[config.mk]
export PLATFORM = sky130hd
export DESIGN_NAME = sd_dat_rx_ctrl
export DESIGN_NICKNAME = d
export VERILOG_FILES = /design/src/rtl/sd_dat_rx_ctrl.sv
export SDC_FILE = /design/constraint.sdc
export NUM_CORES = 1
export LEC_CHECK = 0
export CORE_MARGIN = 3
export CORE_UTILIZATION = 50
export DETAILED_ROUTE_END_ITERATION = 6
export HOLD_SLACK_MARGIN = 0.1
export PLACE_DENSITY = 0.74
export SLEW_MARGIN = 0
export SYNTH_ARGS = -nofsm -noshare
export SYNTH_HDL_FRONTEND = slang
export SYNTH_SLANG_ARGS = --single-unit
export TNS_END_PERCENT = 5
[constraint.sdc]
create_clock -name sd_clock -period 4.9 [get_ports sd_clock]
set_input_delay 0.735 -clock sd_clock [delete_from_list [all_inputs] [get_ports sd_clock]]
set_output_delay 0.735 -clock sd_clock [all_outputs]
set_load 0.005 [all_outputs]
[src/rtl/sd_dat_rx_ctrl.sv]
// sd_dat_rx_ctrl: receive sequencer for the 4-bit SD DAT bus.
// Gates the deserializer per block, pushes words, checks lane CRC16 and end bit.
module sd_dat_rx_ctrl #(
   parameter int BLOCK_WORDS = 128,
   parameter int TMO_W       = 16
) (
   input  logic             sd_clock,
   input  logic             reset,
   input  logic             start_rx,
   input  logic [15:0]      block_count,
   input  logic [TMO_W-1:0] timeout_value,
   input  logic [3:0]       dat_in,
   output logic             ser_enable,
   output logic             ser_reset,
   input  logic [31:0]      par_word,
   output logic             fifo_wr_en,
   output logic [31:0]      fifo_wr_data,
   input  logic             fifo_full,
   output logic             busy,
   output logic             done,
   output logic [15:0]      blocks_done,
   output logic             crc_err,
   output logic             end_err,
   output logic             timeout_err,
   output logic             overrun_err
);

   localparam int WC_W = $clog2(BLOCK_WORDS) + 1;
   localparam logic [WC_W-1:0] LAST_WORD = WC_W'(BLOCK_WORDS - 1);

   typedef enum logic [2:0] {
      IDLE,
      WAIT_START,
      DATA,
      CRC,
      END_BIT,
      FINISH
   } state_t;

   state_t state;
   state_t state_nxt;

   logic [15:0]      blk_cnt_q;
   logic [TMO_W-1:0] tmo_val_q;
   logic [TMO_W-1:0] tmo_cnt;
   logic [2:0]       nib_cnt;
   logic [WC_W-1:0]  word_cnt;
   logic [3:0]       bit_cnt;
   logic [15:0]      crc_q [4];
   logic             mismatch;
   logic             wr_pend;

   logic       start_ok;
   logic       start_bit;
   logic       tmo_hit;
   logic       overrun;
   logic       last_nib;
   logic       end_bad;
   logic       last_blk;
   logic [3:0] crc_idx;
   logic [3:0] crc_bits;

   function automatic logic [15:0] crc_step(input logic [15:0] c,
                                            input logic b);
      logic fb;
      fb = b ^ c[15];
      return {c[14:0], 1'b0} ^ (fb ? 16'h1021 : 16'h0000);
   endfunction

   assign start_ok  = (state == IDLE) && start_rx;
   assign start_bit = (dat_in == 4'b0000);
   assign tmo_hit   = (tmo_cnt == tmo_val_q);
   assign overrun   = wr_pend && fifo_full;
   assign last_nib  = (nib_cnt == 3'd7) && (word_cnt == LAST_WORD);
   assign end_bad   = (dat_in != 4'b1111);
   assign last_blk  = ((blocks_done + 16'd1) == blk_cnt_q);
   assign crc_idx   = ~bit_cnt;

   // Expected CRC bit per lane for the current CRC-phase cycle
   always_comb begin
      crc_bits = '0;
      for (int i = 0; i < 4; i++) begin
         crc_bits[i] = crc_q[i][crc_idx];
      end
   end

   // Handshake outputs to the deserializer, FIFO and host
   always_comb begin
      ser_enable   = (state == DATA);
      ser_reset    = start_ok || ((state == WAIT_START) && start_bit);
      fifo_wr_en   = wr_pend && !fifo_full;
      fifo_wr_data = fifo_wr_en ? par_word : 32'h0;
      busy         = (state != IDLE);
      done         = (state == FINISH);
   end

   // State register
   always_ff @(posedge sd_clock) begin
      if (reset) begin
         state <= IDLE;
      end else begin
         state <= state_nxt;
      end
   end

   // Next-state logic; an overrun aborts from any state
   always_comb begin
      state_nxt = state;
      unique case (state)
         IDLE: begin
            if (start_rx) begin
               state_nxt = (block_count == 16'd0) ? FINISH : WAIT_START;
            end
         end
         WAIT_START: begin
            if (start_bit) begin
               state_nxt = DATA;
            end else if (tmo_hit) begin
               state_nxt = FINISH;
            end
         end
         DATA: begin
            if (last_nib) begin
               state_nxt = CRC;
            end
         end
         CRC: begin
            if (bit_cnt == 4'd15) begin
               state_nxt = END_BIT;
            end
         end
         END_BIT: begin
            if (end_bad || mismatch || last_blk) begin
               state_nxt = FINISH;
            end else begin
               state_nxt = WAIT_START;
            end
         end
         FINISH: state_nxt = IDLE;
         default: state_nxt = IDLE;
      endcase
      if (overrun) begin
         state_nxt = FINISH;
      end
   end

   // Counters, lane CRCs, block count and sticky error flags
   always_ff @(posedge sd_clock) begin
      if (reset) begin
         blk_cnt_q   <= '0;
         tmo_val_q   <= '0;
         tmo_cnt     <= '0;
         nib_cnt     <= '0;
         word_cnt    <= '0;
         bit_cnt     <= '0;
         mismatch    <= 1'b0;
         wr_pend     <= 1'b0;
         blocks_done <= '0;
         crc_err     <= 1'b0;
         end_err     <= 1'b0;
         timeout_err <= 1'b0;
         overrun_err <= 1'b0;
         for (int i = 0; i < 4; i++) begin
            crc_q[i] <= '0;
         end
      end else begin
         wr_pend <= (state == DATA) && (nib_cnt == 3'd7);
         if (overrun) begin
            overrun_err <= 1'b1;
         end
         case (state)
            IDLE: begin
               if (start_rx) begin
                  blk_cnt_q   <= block_count;
                  tmo_val_q   <= timeout_value;
                  tmo_cnt     <= '0;
                  blocks_done <= '0;
                  crc_err     <= 1'b0;
                  end_err     <= 1'b0;
                  timeout_err <= 1'b0;
                  overrun_err <= 1'b0;
               end
            end
            WAIT_START: begin
               if (start_bit) begin
                  nib_cnt  <= '0;
                  word_cnt <= '0;
                  bit_cnt  <= '0;
                  mismatch <= 1'b0;
                  for (int i = 0; i < 4; i++) begin
                     crc_q[i] <= '0;
                  end
               end else if (tmo_hit) begin
                  timeout_err <= 1'b1;
               end else if (tmo_cnt != '1) begin
                  tmo_cnt <= tmo_cnt + 1'b1;
               end
            end
            DATA: begin
               for (int i = 0; i < 4; i++) begin
                  crc_q[i] <= crc_step(crc_q[i], dat_in[i]);
               end
               nib_cnt <= nib_cnt + 3'd1;
               if (nib_cnt == 3'd7) begin
                  word_cnt <= word_cnt + 1'b1;
               end
            end
            CRC: begin
               if (dat_in != crc_bits) begin
                  mismatch <= 1'b1;
               end
               bit_cnt <= bit_cnt + 4'd1;
            end
            END_BIT: begin
               if (end_bad) begin
                  end_err <= 1'b1;
               end
               if (mismatch) begin
                  crc_err <= 1'b1;
               end
               if (!end_bad && !mismatch) begin
                  blocks_done <= blocks_done + 16'd1;
                  tmo_cnt     <= '0;
               end
            end
            default: ;
         endcase
      end
   end

endmodule
==> results.yml <==
yosys:
  synthTopCellsByArea: "dfxtp_1 27%, edfxtp_1 18%, nand2_1 6.4%"
  synth_nets: 959
  ys_seq_area_share_pct: 45.1
  synth_top_cell_by_area: "dfxtp_1"
  synth_common_cells: "134 x nand2_1, 104 x dfxtp_1, 99 x a21oi_1"
  synth_top_cell_area_share_pct: 26.7
  ys_warn_count: 0
  synth_enable_flop_cells: 48
  yosys_register_bits: 152
  yosysMostFrequentCell: "nand2_1"
  ys.flop_type: "dfxtp_1"
  syn_area_per_cell_um2: 8.86
  synthCells: 881
  synth.distinct_cells: 59
  synth_area_um2: 7810
  async_reset_ff_share_pct: 0
cells_and_area:
  nets: 1057
  fillers: 1339
  synthToLayoutAreaGrowth_pct: 25.0
  layout-drive-gt1-share_pct: 6.66
  fin_util_pct: 64.0
  antennaDiodeCount: 0
timing:
  finalClockSkew_ns: 0.00821
  grt_setup_unrepaired: "false"
  timing.final.crit_period_ns: 3.63
  setup_viol: 0
  timing.setup.tns_ns: 0
  relSlewSlack_pct: 18.3
  fmax_mhz: 275
  final_max_slew_viol_count: 0
  hold_viol_final: 0
  tightest_slew_ns: 1.23
  min_period_over_period_pct: 74.1
global_route:
  track_usage_pct: 23.0
  gr-total-overflow: 0
  grt_max_degree: 66
  grt_pass1_wl_mm: 31.3
  antenna_found_initial: 0
  grt_pass1_vias: 6267
setup_path:
  crit_chain: "clkdlybuf4s50_1 -> nor4_2 -> nand2_1 -> nand2_1 -> clkdlybuf4s50_1"
  arrival_ns: 2.90
  critPathKind: "in2out"
  endpoint_kind: "primary output"
  max_stage_delay_ns: 0.56
  path_max_fanout: 11
  cpMaxStageDelayCell: "clkdlybuf4s50_1"
  startpoint_type: "input port"
  crit_required_ns: 4.16
clocking:
  cts_root_buf: "clkbuf_16"
  clk_pin_slew_ns: 0.06
  worst_skew_pair.late_latency_ns: 0.42
  cts_tree: "built"
  numCtsBuffers: 17
  holdBufCountCts: 0
  cts_sinks: 152
  cts_resized: 0
  cts.path.max_buffers: 2
  post_cts_buffers: 0
  ctsHtreeMaxLevel: 4
floorplan:
  rows: 45
  dieArea_um2: 17200
  pin_count: 129
  die_y_um: 131
  coreArea_um2: 15300
  fp.dieW_um: 131
  start_util_pct: 51.2
hold_path:
  min_path_type: "reg2reg"
power_and_ir_drop:
  p_leak_uw: 0.00350
  p_per_area_nw_per_um2: 311
  ir_worst_vdd_uv: 261
job:
  cap_violations: 0
route:
  drt-total-wl_mm: 19.4
  ant_nets: 0
  viasPerCell: 5.65
  dr.pass1.iters: 5
  vias: 6792
  wl_per_cell_um: 16.1
  drt-initial-drc-count: 640
  drc: 0
placement:
  gp_congestion: 0.848
  io_buffer_count: 128
  place_hpwl_mm: 13.7
status:
  outcome: "finished, final reports clean"
[worst max-delay path, delay by kind of cell]
kind,cells,cell delay (ns)
buf+inv,2,1.10
simple gates,3,1.05
[flip-flops by register name, summed over array words and instances, names as in the netlist, 3 cells and up]
register and count:
bit_cnt 4, blk_cnt_q 16, tmo_cnt 16, crc_q 64, state 3, tmo_val_q 16, word_cnt 8, nib_cnt 3
blocks_done 16
[cell type report]
cell class	count	area (µm²)	area share, %
inverters	18	67.6	0.692
flip-flops and latches	152	3520	36.1
well taps	211	264	2.71
repair buffers	139	1360	13.9
clock buffers	26	563	5.77
multi-input cells	651	3950	40.5
clock inverters	5	28.8	0.295
[worst paths after layout]
kind / startpoint / endpoint / slack [ns] / cells past startpoint
min: crc_q[2][13] / crc_q[2][13] / 0.47 / 2
max: dat_in[0] / ser_reset / 1.27 / 5
max reg2reg: blocks_done[4] / state[2] / 1.99 / 6
min reg2reg: crc_q[2][13] / crc_q[2][13] / 0.47 / 2
[through the flow]
stage               cell area [µm²]  setup slack (ns)  hold WS, ns  power, µW  cells
finish                         9760              1.27        0.467       3040   1202
global route                   9760              1.12        0.488       3170   1202
CTS                            9760              1.26        0.470       3060   1202
detailed placement             9170              1.27        0.458       1780   1171
global placement               9170              1.33        0.452       1780   1171
floorplan                      7810              2.47        0.442       1630    881
[cells in the final DEF (no fill, tap or decap), types with 11 or more instances in the layout]
cell type          n
a21oi_1           99
and2_1            33
and3_1            47
buf_4             11
clkbuf_16         20
clkdlybuf4s50_1  127
dfxtp_1          104
edfxtp_1          48
inv_1             17
mux2i_1           17
nand2_1          134
nand3_1           30
nand4_1           16
nor2_1            59
o21ai_0           19
o31ai_1           13
or4_1             18
xnor2_1           39
xor2_1            18
[layer usage]
layer / global-route usage (%) / wire length (µm) / vias to the layer above / share of wire [%]
met3: 4.96 / 1290 / 24 / 6.7
met1: 30.3 / 8440 / 3198 / 44
li1: - / - / 3336 / -
met2: 38.5 / 9350 / 234 / 48
met4: 6.59 / 272 / 0 / 1.4
met5: 0 / 0 / - / 0
[kinds of logic (layout without fill, tap and decap cells)]
group	count (synthesis)	after routing	share of synthesized area [%]
mux	30	30	5.50
xor+xnor	57	57	6.39
simple gates	393	393	25.4
fa+ha+maj	6	6	0.961
flops	152	152	45.1
buf+inv	78	188	4.26
compound gates	165	165	12.4
[report_power, final]
group	switching [µW]	total [µW]	leakage [µW]	internal [µW]
registers	45.8	1400	0.00134	1350
logic	198	357	0.00186	160
clock network	492	1280	0.000297	788
total	736	3040	0.00350	2300
Note: power is estimated with default switching activity, not from simulation.
